File: src/rtl/irq_arbiter.sv
// rtl/irq_arbiter.sv - six-line interrupt arbiter between bus devices and CP0
module irq_arbiter #(
    parameter int NIRQ = 6
) (
    input  logic            clk,
    input  logic            reset,
    input  logic [NIRQ-1:0] irq_in,
    input  logic            we,
    input  logic [3:2]      addr,
    input  logic [31:0]     WD,
    output logic [31:0]     RD,
    output logic            int_req,
    output logic [2:0]      int_id,
    input  logic            int_ack,
    input  logic            eret,
    output logic [NIRQ-1:0] HWInt
);

    typedef enum logic [1:0] {IDLE, REQ, SERV} state_t;

    state_t          state;
    logic [NIRQ-1:0] s, p, pend, mask, mode;
    logic [NIRQ-1:0] eligible, edge_set, w1c, ack_clr, pend_next;
    logic [2:0]      serv_id;
    logic            ack_take;
    logic            unused_wd;

    assign unused_wd = ^WD[31:NIRQ];

    assign eligible = pend & mask;
    assign HWInt    = eligible;
    assign int_req  = (state == REQ);
    // Abort takes precedence: an ack seen after eligible has drained is dropped.
    assign ack_take = int_req && int_ack && (|eligible);

    always_comb begin
        int_id = 3'd0;
        if (int_req) begin
            for (int i = NIRQ - 1; i >= 0; i--) begin
                if (eligible[i]) int_id = 3'(i);
            end
        end
    end

    // Edge bits: set beats clear. Level bits just track the synchronizer.
    always_comb begin
        edge_set  = s & ~p;
        w1c       = (we && addr == 2'd1) ? WD[NIRQ-1:0] : '0;
        ack_clr   = ack_take ? ({{(NIRQ-1){1'b0}}, 1'b1} << int_id) : '0;
        pend_next = (mode & (edge_set | (pend & ~(w1c | ack_clr)))) | (~mode & s);
    end

    always_ff @(posedge clk or posedge reset) begin
        if (reset) begin
            s       <= '0;
            p       <= '0;
            pend    <= '0;
            mask    <= '0;
            mode    <= '0;
            serv_id <= 3'd0;
            state   <= IDLE;
        end else begin
            s    <= irq_in;
            p    <= s;
            pend <= pend_next;
            if (we && addr == 2'd0) mask <= WD[NIRQ-1:0];
            if (we && addr == 2'd2) mode <= WD[NIRQ-1:0];
            case (state)
                IDLE: if (|eligible) state <= REQ;
                REQ: begin
                    if (!(|eligible)) begin
                        state <= IDLE;
                    end else if (int_ack) begin
                        state   <= SERV;
                        serv_id <= int_id;
                    end
                end
                SERV: begin
                    if (eret) begin
                        state   <= IDLE;
                        serv_id <= 3'd0;
                    end
                end
                default: state <= IDLE;
            endcase
        end
    end

    always_comb begin
        RD = 32'd0;
        case (addr)
            2'd0: RD[NIRQ-1:0] = mask;
            2'd1: RD[NIRQ-1:0] = pend;
            2'd2: RD[NIRQ-1:0] = mode;
            default: RD = {(state == SERV), 28'd0, serv_id};
        endcase
    end

endmodule
File: config.mk
export PLATFORM = sky130hd
export DESIGN_NAME = irq_arbiter
export DESIGN_NICKNAME = d
export VERILOG_FILES = /design/src/rtl/irq_arbiter.sv
export SDC_FILE = /design/constraint.sdc
export NUM_CORES = 1
export LEC_CHECK = 0
export CORE_MARGIN = 8
export CORE_UTILIZATION = 35
export DETAILED_ROUTE_END_ITERATION = 10
export DONT_BUFFER_PORTS = 1
export GPL_TIMING_DRIVEN = 1
export HOLD_SLACK_MARGIN = 0.02
export PLACE_DENSITY = 0.47
export SYNTH_ARGS = -nofsm -noshare
export SYNTH_HDL_FRONTEND = slang
export SYNTH_SLANG_ARGS = --single-unit
File: constraint.sdc
create_clock -name clk -period 2.7 [get_ports clk]
set_input_delay 0.135 -clock clk [delete_from_list [all_inputs] [get_ports clk]]
set_output_delay 0.135 -clock clk [all_outputs]
set_load 0.05 [all_outputs]
Word-level counts from Yosys, hierarchy flattened --
Index checks and enable logic that the tools add are counted. Widths: inputs -> output; s select.
Storage, ports and cells: bits in registers 35, bits in latches 0, RAM bits 0, bits in read-only memories 0, output and inout port bits 42, memories 0
Operators by class: add/subtract/negate cells 0, $mul 0, div/mod/pow operators 0, $lt $le $gt $ge 0, equality and inequality tests 9, shift operators 1, multiplexer cells 20, bitwise logic cells 11, reduce and logical (&&, ||, !) cells 12
Operator list (count):
- $and 6x6->6 | 5
- $mux 3 | 10
- $mux 26 | 1
- $not 6->6 | 3
- $or 6x6->6 | 3
- $pmux 6 s3 | 1
- $mux 6 | 2
- $mux 2 | 4
- $pmux 2 s3 | 1
- $pmux 3 s2 | 1
- $reduce_or 6->1 | 1
- $shl 1x3->6 const A | 1
- $logic_and 1x1->1 | 5
- $eq 2x1->1 const B | 2
- $eq 2x2->1 const B | 2
- $logic_not 2->1 | 2
- $ne 2x1->1 const B | 2
- $ne 2x2->1 const B | 2
- $reduce_and 4->1 | 1
- $ne 3x3->1 const B | 1
- $reduce_and 3->1 | 1
- $reduce_or 3->1 | 1
- $reduce_bool 2->1 | 1

Longest topological paths before layout --
Gate-level depths: netlist of run 1.
depth in word-level cells 16, mapped depth 6

Least setup slack after synthesis of run 1 --
No wires, ideal clock.
kind register to register, start point register pend[0], end point register serv_id[1], setup time 73 ps, data arrival time 2039 ps, required time 2627 ps, setup slack 587 ps, stages on the path, launching flop included 4, path buffers 0, clock period less this slack 2113 ps, cells stage by stage dfrtp_1 > a22o_4 > nor3_1 > mux2_1
On the way: longest elaborated chain between the ends 6, elaborated cells between the ends (all ways) 9, classes of those cells eq/ne (1); mux (5); bitwise (1); reduce/logical (2)
Ends and longest elaborated chain:
- start, declared | RTL line 22 | logic [NIRQ-1:0] s, p, pend, mask, mode;
- start signal, assigned | RTL line 65 | pend <= pend_next;
- $and 6x6->6 | RTL line 30 | assign eligible = pend & mask;
- $mux 3 | RTL line 40 | if (eligible[i]) int_id = 3'(i);
- $mux 3 | RTL line 38 | if (int_req) begin
- named net int_id[1] | RTL line 13 | output logic [2:0] int_id,
- $mux 3 | RTL line 73 | end else if (int_ack) begin
- $mux 3 | RTL line 71 | if (!(|eligible)) begin
- $pmux 3 s2 | RTL line 68 | case (state)
- end signal, assigned | RTL line 75 | serv_id <= int_id;
- end, declared | RTL line 24 | logic [2:0] serv_id;
The timed path passes the listed nets, and every way through them passes these cells. The select of a mux whose other input is x is not followed. A chain may end at the register's enable or synchronous reset.

Worst setup path after layout of run 1 --
start point register pend[1], end point output int_id[0]
On the way: longest elaborated chain between the ends 4
Ends and longest elaborated chain:
- $and 6x6->6 | RTL line 30
- named net HWInt[1] | RTL line 16 | output logic [NIRQ-1:0] HWInt
- $mux 3 (2 in series) | RTL line 40
- $mux 3 | RTL line 38
- end, declared | RTL line 13
The timed path passes the listed nets, and every way through them passes these cells.

==> Flow_metrics.wiki, run 1 <==
{| class="wikitable"
! Metric !! Value
|-
| Die extent in x || 88.0 µm
|-
| Deepest level of the CTS H-tree || 2
|-
| Result of the run || finished clean
|-
| Count of nets after finishing || around 230
|-
| Half-perimeter wire length after placement || approximately 3.2 mm
|-
| Peak VDD IR || 0.348 mV
|-
| Maximum number of pins on one net before global-route repair || 36
|-
| Die footprint || around 7700 µm²
|-
| Placement-stage worst setup slack || between 0.7 and 0.8 ns
|-
| Detailed-route via count || roughly 1200
|-
| Layout cell share with drive strength beyond 1 || 0.236
|-
| Count of antenna-violating nets left after detailed routing || 0
|-
| Critical path launch point || pend[1]$_DFF_PP0_
|-
| CTS tree || yes
|-
| Number of synthesized flops with an enable pin || 0
|-
| First-pass GRT wire length || 6.77 mm
|-
| Type of the worst setup path || reg2out
|-
| Final number of setup-violating endpoints || 0
|-
| I/O pin count || a little under 90
|-
| Async set or reset register ratio after synthesis || 1.00
|-
| Reg-to-reg critical path startpoint || pend[1]$_DFF_PP0_
|-
| Final clock period utilization by the worst path || 0.783
|-
| Core ar. || slightly above 5000 µm²
|-
| Overall overflow remaining after global route || 0
|-
| Max-slew headroom || 0.335
|-
| Worst path slowest cell || sky130_fd_sc_hd__nor2_1
|-
| Yosys reg bits || 35
|-
| Critical Path Sink Type || output port
|-
| Launching element type of the critical path || flop
|-
| Crit-path max FO || 5
|-
| Highest cell delay on the worst timing path || 0.78 ns
|-
| Number of antenna repair diodes || 0
|-
| Total power divided by cell area || ~910 nW/µm²
|-
| TritonCTS buffer count || 5
|-
| Post-layout min period || ~2.1 ns
|-
| Number of cell rows || 26
|-
| Vertical die dimension || between 80 and 90 µm
|-
| Final setup margin || roughly 0.6 ns
|-
| Final weighted congestion in routability-driven placement || about 0.8
|-
| Mean instance size in the synthesized netlist || roughly 12 µm²
|-
| Clock insertion delay at the later pin of the skew report || 0.29 ns
|-
| Most used DFF post-synth || sky130_fd_sc_hd__dfrtp_1
|-
| Master cell of the clock root buffer || sky130_fd_sc_hd__clkbuf_8
|-
| Unique cell type count in the Yosys netlist || 43
|-
| Static leakage || 0.983 nW
|-
| Netlist Area Pre-Place || 1810 µm²
|-
| Critical path cell sequence || and2_4 > o211ai_1 > nor2_1
|-
| Buffer and inverter count on the worst path || 0
|-
| Worst setup path end || int_id[0]
|-
| Clock transition at the registers of the reported paths || 0.07 ns
|-
| Depth of the worst register-to-register path || 4
|-
| Buffers on Ports || 0
|-
| Number of global-route vias before repair || 1231
|-
| F_max || roughly 0.47 GHz
|-
| Cell family with the largest share of critical-path delay || simple AND/OR/NAND/NOR gates
|-
| Fin. Hold Viols || 0
|-
| Clk_skew || about 0.0057 ns
|-
| Synthesis warning total || 0
|-
| First DRT Iteration DRCs || 56
|-
| First-pass DRT Iterations || 4
|-
| Layout area overhead || 16.2%
|-
| Terminus of the critical flop-to-flop path || serv_id[0]$_DFFE_PP0P_
|-
| Total wirelength of the detailed-routed design || approximately 4.3 mm
|-
| Worst min path class || in2reg
|-
| Total stage count of the critical path || 3
|-
| Maximum buffer depth of the clock tree || 2
|-
| Cell count after synthesis || about 160
|-
| Count of final max-slew check failures || 0
|-
| Per-cell routed wire length || 17.1 µm
|-
| Effective utilization at floorplan || 0.360
|-
| Seq/Total Area, Yosys || 0.483
|-
| Number of antenna violations at the first check in global routing || 0
|-
| Sum of negative setup slack || 0 ns
|-
| FF-to-FF setup slack || ~0.70 ns
|-
| Unrepaired setup endpoints after global routing || no
|-
| Endpoint arrival time on the critical path || roughly 2.0 ns
|-
| Worst-margin pin slew || just under 1 ns
|-
| Max_cap viols || 0
|-
| Sink count of the clock tree || 35
|-
| DRC violation count after routing || 0
|-
| Tot GR Track Use || 0.119
|-
| Via/cell ratio || around 4.7
|-
| Required time worst endpoint || between 2 and 3 ns
|}
-- power by group --
group          leakage (nW)  internal, mW  switching, mW
Combinational         0.505         0.218          0.497
Sequential            0.416         0.619         0.0931
Clock                0.0612         0.299          0.189
Total                 0.983          1.14          0.779
-- cells in the final DEF (no fill, tap or decap), types with 3 or more instances in the layout --
master / Yosys / routed
sky130_fd_sc_hd__dfrtp_1: 35 / 35
sky130_fd_sc_hd__nand2_1: 20 / 20
sky130_fd_sc_hd__a22o_1: 3 / 3
sky130_fd_sc_hd__inv_1: 6 / 6
sky130_fd_sc_hd__mux2i_1: 3 / 3
sky130_fd_sc_hd__o21ai_1: 2 / 5
sky130_fd_sc_hd__mux2_2: 12 / 12
sky130_fd_sc_hd__conb_1: 1 / 25
sky130_fd_sc_hd__buf_4: 27 / 7
sky130_fd_sc_hd__a21oi_1: 3 / 3
sky130_fd_sc_hd__clkbuf_8: 0 / 6
sky130_fd_sc_hd__dlygate4sd3_1: 0 / 15
-- final cells by class --
cell class	count	area [µm²]
fill	498	2930
sequential	35	876
multi-input combinational	111	802
timing repair buffer	22	203
tap	70	87.6
clock buffer	6	82.6
clock inverter	2	35.0
inverter	6	22.5
-- worst min path at each step --
stage / cells after the start / end / slack, ns / from
after detailed placement: 2 / s[3]$_DFF_PP0_ / 0.16 / reset
after global placement: 2 / s[3]$_DFF_PP0_ / 0.15 / reset
final: 3 / pend[5]$_DFF_PP0_ / 0.04 / WD[5]
after CTS: 3 / pend[5]$_DFF_PP0_ / 0.03 / WD[5]
after global routing: 3 / pend[5]$_DFF_PP0_ / 0.05 / WD[5]
after floorplan: 0 / s[0]$_DFF_PP0_ / 0.17 / irq_in[0]
-- worst reg2reg max path, cell delays in order, from the launching register on --
cell                       delay (ns)
sky130_fd_sc_hd__dfrtp_1         0.44
sky130_fd_sc_hd__and2_4          0.30
sky130_fd_sc_hd__o211ai_1        0.17
sky130_fd_sc_hd__nor2_1          0.78
sky130_fd_sc_hd__mux2_1          0.24
-- through the flow --
step                instances  instance area, µm²  hold WS (ns)  power (mW)   util
floorplan                 180                1900         0.166        1.31      -
global placement          229                1840         0.147        1.41  0.365
detailed placement        229                1840         0.156        1.42  0.365
CTS                       252                2110        0.0289        1.93  0.418
global route              252                2110        0.0469        2.02  0.418
finish                    252                2110        0.0447        1.91  0.418
-- registers in the layout, indices dropped and copies added (netlist names) --
| register | count |
|---|---|
| serv_id | 3 |
| p | 6 |
| s | 6 |
| mode | 6 |
| mask | 6 |
| state | 2 |
| pend | 6 |
-- per-layer routing --
metal  up-vias  GRT usage  wire length [µm]
met3         5     0.0507               456
met2        43      0.187              2070
met5         -          0                 0
met1       591      0.137              1730
li1        548          -                 -
met4         0     0.0516                59
-- cells by family after synthesis --
| group | Yosys count | synth area share |
|---|---|---|
| buffers and inverters | 34 | 0.130 |
| multiplexers | 20 | 0.143 |
| other | 1 | 0.00207 |
| AND/OR/NAND/NOR | 40 | 0.126 |
| AO/OA/AOI/OAI | 26 | 0.116 |
| flip-flops | 35 | 0.483 |
-- what timing repair did --
action | in CTS | in global routing
resized for setup | 0 | 0
endpoints found under the setup margin | 0 | 0
endpoints found under the hold margin | 55 | 0
hold buffers | 15 | 0
setup buffers | 0 | 0
-- cells in the mapped netlist, types with 3 or more instances --
cell type,number,area (µm²)
sky130_fd_sc_hd__mux2_2,12,135
sky130_fd_sc_hd__a22o_1,3,26.3
sky130_fd_sc_hd__mux2i_1,3,30.0
sky130_fd_sc_hd__nand2_1,20,75.1
sky130_fd_sc_hd__buf_4,27,203
sky130_fd_sc_hd__o21ai_0,3,15.0
sky130_fd_sc_hd__dfrtp_1,35,876
sky130_fd_sc_hd__a21oi_1,3,15.0
sky130_fd_sc_hd__inv_1,6,22.5
sky130_fd_sc_hd__nor3_1,3,15.0
No activity file was read; power rests on OpenSTA's default activity.
==> run 2, diff against run 1 <==
- ABC_AREA: not set -> 1
- PLACE_DENSITY: 0.47 -> 0.49
- clock period: 2.7 -> 1.9 ns (I/O delays scaled with it)
==> run 2 against run 1 <==
Combinational power is 44% higher. Area after synthesis grew 8.3%. Via count is 22% higher. Register-to-register slack worse by 0.33 ns. Power rose by 29%. Non-clock buffer count down 3. Critical path type unchanged. Critical endpoint unchanged.
==> Flow_metrics.wiki, run 2 <==
{| class="wikitable"
! Metric !! Value
|-
| Fin util || 0.404 (-0.0146)
|-
| Most common cell in the synthesized netlist || sky130_fd_sc_hd__nand2_1
|-
| Final clock period utilization by the worst path || 0.820
|-
| Deepest level of the CTS H-tree || 2 (unchanged)
|-
| Placement-stage worst setup slack || 0.366 ns (-0.359 ns)
|-
| Netlist Area Pre-Place || 1960 µm² (+8.3%)
|-
| Required time worst endpoint || 1.80 ns (-0.77 ns)
|-
| TritonCTS buffer count || 5 (unchanged)
|-
| Clk_skew || 0.00923 ns (+0.00350 ns)
|-
| Post-layout min period || ~1.6 ns
|-
| Worst-margin pin slew || 0.669 ns (-0.325 ns)
|-
| Placed Cells || 310 (+35%)
|-
| Layout Cells excl Fill || 331 (+31%)
|-
| Number of cells upsized or downsized after cts || 0 (unchanged)
|-
| Core ar. || 5470 µm² (+8.5%)
|-
| Maximum buffer depth of the clock tree || 2 (unchanged)
|-
| Count of antenna-violating nets left after detailed routing || 0 (unchanged)
|-
| Total power divided by cell area || 1120 nW/µm² (+24%)
|-
| Vertical die dimension || 90.9 µm (+3.3%)
|-
| Die extent in x || 90.9 µm (+3.3%)
|-
| Total wirelength of the detailed-routed design || 4.42 mm (+2.3%)
|-
| Detailed-route via count || 1450 (+22%)
|-
| Number of antenna repair diodes || 0 (unchanged)
|-
| I/O pin count || 87 (unchanged)
|-
| Seq/Total Area, Yosys || 0.446 (-0.0369)
|-
| Final setup margin || 0.341 ns (-0.245 ns)
|-
| Sum of negative setup slack || 0 ns (unchanged)
|-
| Cell types occupying the most area after synthesis || sky130_fd_sc_hd__dfrtp_1 45%, sky130_fd_sc_hd__nand2_1 14%, sky130_fd_sc_hd__buf_4 9.6%
|-
| Synthesis warning total || 0 (unchanged)
|-
| Max_cap viols || 0 (unchanged)
|-
| Tot GR Track Use || 0.113 (-0.00589)
|-
| Fin. Hold Viols || 0 (unchanged)
|-
| Layout area overhead || 12.4%
|-
| Type of the worst setup path || reg2out
|-
| Post-route total power || 2.48 mW (+29%)
|-
| Clock transition at the registers of the reported paths || 0.07 ns (about the same)
|-
| Top-area cell type share of the netlist area || 0.446 (-0.0369)
|-
| First DRT Iteration DRCs || 78 (+39%)
|-
| Half-perimeter wire length after placement || 3.35 mm (+6.0%)
|-
| Master cell of the clock root buffer || sky130_fd_sc_hd__clkbuf_8
|-
| Mean instance size in the synthesized netlist || 8.29 µm² (-29%)
|-
| Unique cell type count in the Yosys netlist || 25 (-42%)
|-
| Launching element type of the critical path || flop
|-
| Overall overflow remaining after global route || 0 (unchanged)
|-
| Most used DFF post-synth || sky130_fd_sc_hd__dfrtp_1
|-
| Layout cell share with drive strength beyond 1 || 0.189 (-0.0471)
|-
| Area of all placed cells without fillers || 2210 µm² (+4.7%)
|-
| Per-cell routed wire length || 13.3 µm (-22%)
|-
| Count of final max-slew check failures || 0 (unchanged)
|-
| Leading cell types by count after synthesis || 74 x sky130_fd_sc_hd__nand2_1, 35 x sky130_fd_sc_hd__dfrtp_1, 25 x sky130_fd_sc_hd__buf_4
|-
| Via/cell ratio || 4.38 (-7.0%)
|-
| Endpoint arrival time on the critical path || 1.46 ns (-0.52 ns)
|-
| Cell type with the largest total area after synthesis || sky130_fd_sc_hd__dfrtp_1
|-
| Number of global-route vias before repair || 1453 (+18%)
|-
| Final weighted congestion in routability-driven placement || 0.741 (-5.5%)
|-
| Number of cell rows || 27 (+3.8%)
|-
| Sink count of the clock tree || 35 (unchanged)
|-
| Critical Path Sink Type || output port
|-
| Maximum number of pins on one net before global-route repair || 36 (unchanged)
|-
| Worst path slowest cell || sky130_fd_sc_hd__dfrtp_1
|-
| Clock insertion delay at the later pin of the skew report || 0.28 ns (about the same)
|-
| Effective utilization at floorplan || 0.359 (-0.000862)
|-
| Static leakage || 1.14 nW (+16%)
|-
| Final number of setup-violating endpoints || 0 (unchanged)
|-
| Number of antenna violations at the first check in global routing || 0 (unchanged)
|-
| Count of nets after finishing || 305 (+35%)
|-
| F_max || approximately 0.64 GHz
|-
| Worst min path class || in2reg
|-
| CTS tree || yes
|-
| Peak VDD IR || 0.401 mV (+15%)
|-
| First-pass DRT Iterations || 4 (unchanged)
|-
| Critical path cell sequence || nand2_1 > inv_1 > nor2_1 > nand2_2 > inv_2
|-
| Yosys reg bits || 35 (unchanged)
|-
| Area post-placement || 1980 µm² (+7.7%)
|-
| Leading cell type in the layout, fill and taps excluded || sky130_fd_sc_hd__nand2_1
|-
| Result of the run || finished clean
|-
| DRC violation count after routing || 0 (unchanged)
|-
| Max-slew headroom || 0.553 (+0.218)
|-
| Async set or reset register ratio after synthesis || 1.00 (unchanged)
|-
| Cell count after synthesis || 237 (+52%)
|-
| Unrepaired setup endpoints after global routing || no
|-
| Die footprint || 8270 µm² (+6.7%)
|-
| Number of synthesized flops with an enable pin || 0 (unchanged)
|-
| Highest cell delay on the worst timing path || 0.41 ns (-0.37 ns)
|-
| Highest-count cells in the layout ignoring fill and taps || 74 x sky130_fd_sc_hd__nand2_1, 35 x sky130_fd_sc_hd__dfrtp_1, 25 x sky130_fd_sc_hd__conb_1
|-
| Worst hold margin || 0.0614 ns (+0.0167 ns)
|-
| Buffers on Ports || 0 (unchanged)
|-
| Crit-path max FO || 5 (unchanged)
|-
| First-pass GRT wire length || 7.35 mm (+8.6%)
|}
run 2: cell types whose count changed after synthesis, moves of 6 or more:
cell                      change
sky130_fd_sc_hd__o21ai_1     +12
sky130_fd_sc_hd__inv_2        +6
sky130_fd_sc_hd__nand3_1     +13
sky130_fd_sc_hd__inv_1       +13
sky130_fd_sc_hd__nand2_4      +6
sky130_fd_sc_hd__nand2_2     +13
sky130_fd_sc_hd__nand2_1     +54
sky130_fd_sc_hd__mux2_2      -12
sky130_fd_sc_hd__nor2_4       +6
run 2: layout make-up:
class | count | area [µm²]
Clock buffer | 5 | 68.8
Inverter | 28 | 114
Clock inverter | 1 | 7.51
Sequential cell | 35 | 876
Timing Repair Buffer | 19 | 180
Multi-Input combinational cell | 171 | 872
Fill cell | 577 | 3260
Tap cell | 72 | 90.1
run 2: power by group:
| part | internal, mW | switching (mW) | leakage (nW) |
|---|---|---|---|
| sequential | 0.859 | 0.0956 | 0.426 |
| combinational | 0.236 | 0.789 | 0.677 |
| clock | 0.243 | 0.255 | 0.0361 |
run 2: path summary, 6_finish.rpt:
check / from / to / slack [ns] / cells past startpoint
setup / recovery: mask[0]$_DFFE_PP0P_ / int_id[0] / 0.34 / 5
hold / removal: WD[0] / pend[0]$_DFF_PP0_ / 0.06 / 5
setup reg to reg: state[1]$_DFFE_PP0P_ / pend[5]$_DFF_PP0_ / 0.37 / 8
hold reg to reg: s[4]$_DFF_PP0_ / p[4]$_DFF_PP0_ / 0.38 / 0
max in group asynchronous: reset / s[4]$_DFF_PP0_ / 1.22 / 3
min in group asynchronous: reset / s[3]$_DFF_PP0_ / 0.36 / 3
run 2: cell families (layout without fill, tap and decap cells):
| group | Yosys count | count (layout) | synth area share |
|---|---|---|---|
| other cells | 1 | 25 | 0.00191 |
| flops | 35 | 35 | 0.446 |
| compound gates | 19 | 19 | 0.0541 |
| buf+inv | 55 | 53 | 0.159 |
| simple gates | 127 | 127 | 0.339 |
run 2: repair_timing:
item	in CTS	in global routing
hold endpoints to repair	56	0
setup buffers	0	0
hold buffers	15	0
run 2: metal layers:
layer | up-vias | global-route usage | part of all wire | routed length (µm)
met5 | - | 0 | 0 | 0
met1 | 665 | 0.134 | 0.45 | 1980
met3 | 6 | 0.0540 | 0.084 | 372
met2 | 49 | 0.169 | 0.45 | 1990
met4 | 0 | 0.0505 | 0.018 | 78
li1 | 730 | - | - | -
run 2: worst max-delay path: cells and delay by family (launching register included):
family                 cells  cell delay [ns]
DFF                        1             0.41
and+or+nand+nor            3             0.45
buffers and inverters      2             0.33
==> run 3, diff against run 2 <==
- clock period: 1.9 -> 1.2 ns (I/O delays scaled with it)
==> run 3 against run 2 <==
The flow now finishes with violations (negative setup slack). Clock-buffer cell count increased by 2. Sequential power rose by 59%. Design area is 37% higher. Cell count is 18% higher. Combinational power grew to 2.8 times the previous value. Hold slack got worse by 0.027 ns. Global-route usage up 1.7 points. Wire length up 17%.
==> Flow_metrics.wiki, run 3 (synthesis results as in run 2) <==
{| class="wikitable"
! Metric !! Value
|-
| Result of the run || finished with violations
|-
| Violations in the final reports || negative setup slack
|-
| Highest cell delay on the worst timing path || 0.39 ns (-0.02 ns)
|-
| Layout Cells excl Fill || 392 (+18%)
|-
| Buffer and inverter count on the worst path || 4 (+2)
|-
| CTS tree || yes
|-
| Maximum buffer depth of the clock tree || 2 (unchanged)
|-
| Maximum number of pins on one net before global-route repair || 36 (unchanged)
|-
| Number of antenna repair diodes || 0 (unchanged)
|-
| Fin. Hold Viols || 0 (unchanged)
|-
| Number of antenna violations at the first check in global routing || 0 (unchanged)
|-
| Sink count of the clock tree || 35 (unchanged)
|-
| DRC violation count after routing || 0 (unchanged)
|-
| Die footprint || 8270 µm² (unchanged)
|-
| Max_cap viols || 0 (unchanged)
|-
| Clock transition at the registers of the reported paths || 0.07 ns (about the same)
|-
| Worst path slowest cell || sky130_fd_sc_hd__dfrtp_1
|-
| Peak VDD IR || 0.771 mV (+92%)
|-
| Clk_skew || 0.00348 ns (-0.00576 ns)
|-
| Overall overflow remaining after global route || 0 (unchanged)
|-
| Final setup margin || -0.266 ns (-0.607 ns)
|-
| Tot GR Track Use || 0.130 (+0.0173)
|-
| Final weighted congestion in routability-driven placement || 0.755 (+2.0%)
|-
| Critical Path Sink Type || output port
|-
| Static leakage || 1.54 nW (+35%)
|-
| Vertical die dimension || 90.9 µm (unchanged)
|-
| Number of cell rows || 27 (unchanged)
|-
| Multi-input gate area in the final layout || 993 µm² (+14%)
|-
| Layout cell share with drive strength beyond 1 || 0.434 (+0.245)
|-
| Deepest level of the CTS H-tree || 2 (unchanged)
|-
| Master cell of the clock root buffer || sky130_fd_sc_hd__clkbuf_8
|-
| TritonCTS buffer count || 5 (unchanged)
|-
| Critical path cell sequence || inv_2 > nand2_8 > nor2_4 > nand2_4 > clkinv_4 > buf_6 > buf_8
|-
| Worst min path class || in2reg
|-
| First DRT Iteration DRCs || 83 (+6.4%)
|-
| I/O pin count || 87 (unchanged)
|-
| Count of nets after finishing || 364 (+19%)
|-
| Layout area overhead || 54.2%
|-
| Area taken by flip-flops and latches || 877 µm² (+0.14%)
|-
| Total wirelength of the detailed-routed design || 5.18 mm (+17%)
|-
| Filler Cell Count || 502 (-13%)
|-
| Effective utilization at floorplan || 0.359 (unchanged)
|-
| Die extent in x || 90.9 µm (unchanged)
|-
| Final clock period utilization by the worst path || 1.22
|-
| Half-perimeter wire length after placement || 3.65 mm (+8.8%)
|-
| Clock insertion delay at the later pin of the skew report || 0.29 ns (about the same)
|-
| Required time worst endpoint || 1.14 ns (-0.66 ns)
|-
| Type of the worst setup path || reg2out
|-
| Placed Cells || 351 (+13%)
|-
| Post-layout min period || approximately 1.5 ns
|-
| Highest-count cells in the layout ignoring fill and taps || 59 x sky130_fd_sc_hd__nand2_1, 34 x sky130_fd_sc_hd__dfrtp_1, 34 x sky130_fd_sc_hd__buf_6
|-
| Cell family with the largest share of critical-path delay || flip-flops
|-
| Detailed-route via count || 1683 (+16%)
|-
| Crit-path max FO || 5 (unchanged)
|-
| Launching element type of the critical path || flop
|-
| Via/cell ratio || 4.29 (-2.0%)
|-
| Post-route total power || 5.34 mW (+120%)
|-
| Placement-stage worst setup slack || -0.0847 ns (-0.451 ns)
|-
| Total power divided by cell area || 1760 nW/µm² (+57%)
|-
| Endpoint arrival time on the critical path || 1.41 ns (-0.05 ns)
|-
| Unrepaired setup endpoints after global routing || yes
|-
| Per-cell routed wire length || 13.2 µm (-0.97%)
|-
| First-pass DRT Iterations || 4 (unchanged)
|-
| Leading cell type in the layout, fill and taps excluded || sky130_fd_sc_hd__nand2_1
|-
| Count of antenna-violating nets left after detailed routing || 0 (unchanged)
|-
| F_max || 0.682 GHz
|-
| Buffers on Ports || 0 (unchanged)
|-
| Count of final max-slew check failures || 0 (unchanged)
|-
| Core ar. || 5470 µm² (unchanged)
|-
| Number of global-route vias before repair || 1808 (+24%)
|-
| Final number of setup-violating endpoints || 22 (+22)
|-
| First-pass GRT wire length || 8.67 mm (+18%)
|}
run 3: cell types whose count changed in the layout (fill, tap and decap cells not counted), moves of 4 or more:
cell / previous run / this run
sky130_fd_sc_hd__buf_4: 4 / 19
sky130_fd_sc_hd__inv_1: 19 / 14
sky130_fd_sc_hd__nand3_2: 1 / 5
sky130_fd_sc_hd__nand3_1: 15 / 11
sky130_fd_sc_hd__nand2_1: 74 / 59
sky130_fd_sc_hd__buf_6: 0 / 34
sky130_fd_sc_hd__buf_8: 0 / 9
sky130_fd_sc_hd__nand2_2: 13 / 24
run 3: worst paths after layout:
check / startpoint / to / slack (ns) / cells after the start
max in group asynchronous: reset / state[0]$_DFFE_PP0P_ / 0.53 / 3
min in group asynchronous: reset / mode[3]$_DFFE_PP0P_ / 0.32 / 3
worst min register to register: s[1]$_DFF_PP0_ / p[1]$_DFF_PP0_ / 0.38 / 0
worst max register to register: mask[2]$_DFFE_PP0P_ / pend[1]$_DFF_PP0_ / -0.17 / 8
worst max-delay path: state[1]$_DFFE_PP0P_ / int_id[1] / -0.27 / 7
worst min-delay path: WD[4] / pend[4]$_DFF_PP0_ / 0.03 / 5
run 3: layout make-up:
| type | instances | area share |
|---|---|---|
| Tap cell | 72 | 0.0297 |
| Clock buffer | 7 | 0.0318 |
| Clock inverter | 1 | 0.00248 |
| Timing Repair Buffer | 78 | 0.274 |
| Inverter | 28 | 0.0442 |
| Sequential cell | 35 | 0.290 |
| Multi-Input combinational cell | 171 | 0.328 |
run 3: per-layer routing:
metal | GRT usage | up-vias | part of all wire
met5 | 0 | - | 0
met4 | 0.0546 | 0 | 0.020
met3 | 0.0490 | 8 | 0.064
met2 | 0.214 | 45 | 0.49
met1 | 0.148 | 778 | 0.42
li1 | - | 852 | -
run 3: through the flow:
step,hold slack (ns),util,TNS (ns),cell area [µm²]
6_report,0.0348,0.553,-2.92,3030
5_1_grt,0.0636,0.553,-4.61,3030
4_1_cts,0.0291,0.522,-2.60,2860
3_5_place_dp,0.0872,0.426,-0.403,2330
3_3_place_gp,0.0816,0.426,-0.380,2330
2_1_floorplan,0.0914,-,-1.03,2090
run 3: worst min-delay path, delay by kind of cell:
kind / cells / cell delay (ns)
buf+inv: 1 / 0.03
simple gates: 4 / 0.20
run 3: where the power goes:
| group | switching (mW) | internal (mW) |
|---|---|---|
| registers | 0.158 | 1.36 |
| logic | 1.64 | 1.22 |
| clock network | 0.439 | 0.522 |
| total | 2.23 | 3.10 |
run 3: what timing repair did:
action                                  in CTS  in global routing
pin swaps                                   20                 16
buffers inserted                            13                 11
endpoints found under the hold margin       57                  0
gates resized for setup                     51                 39
hold buffers                                15                  0
endpoints found under the setup margin      22                 28
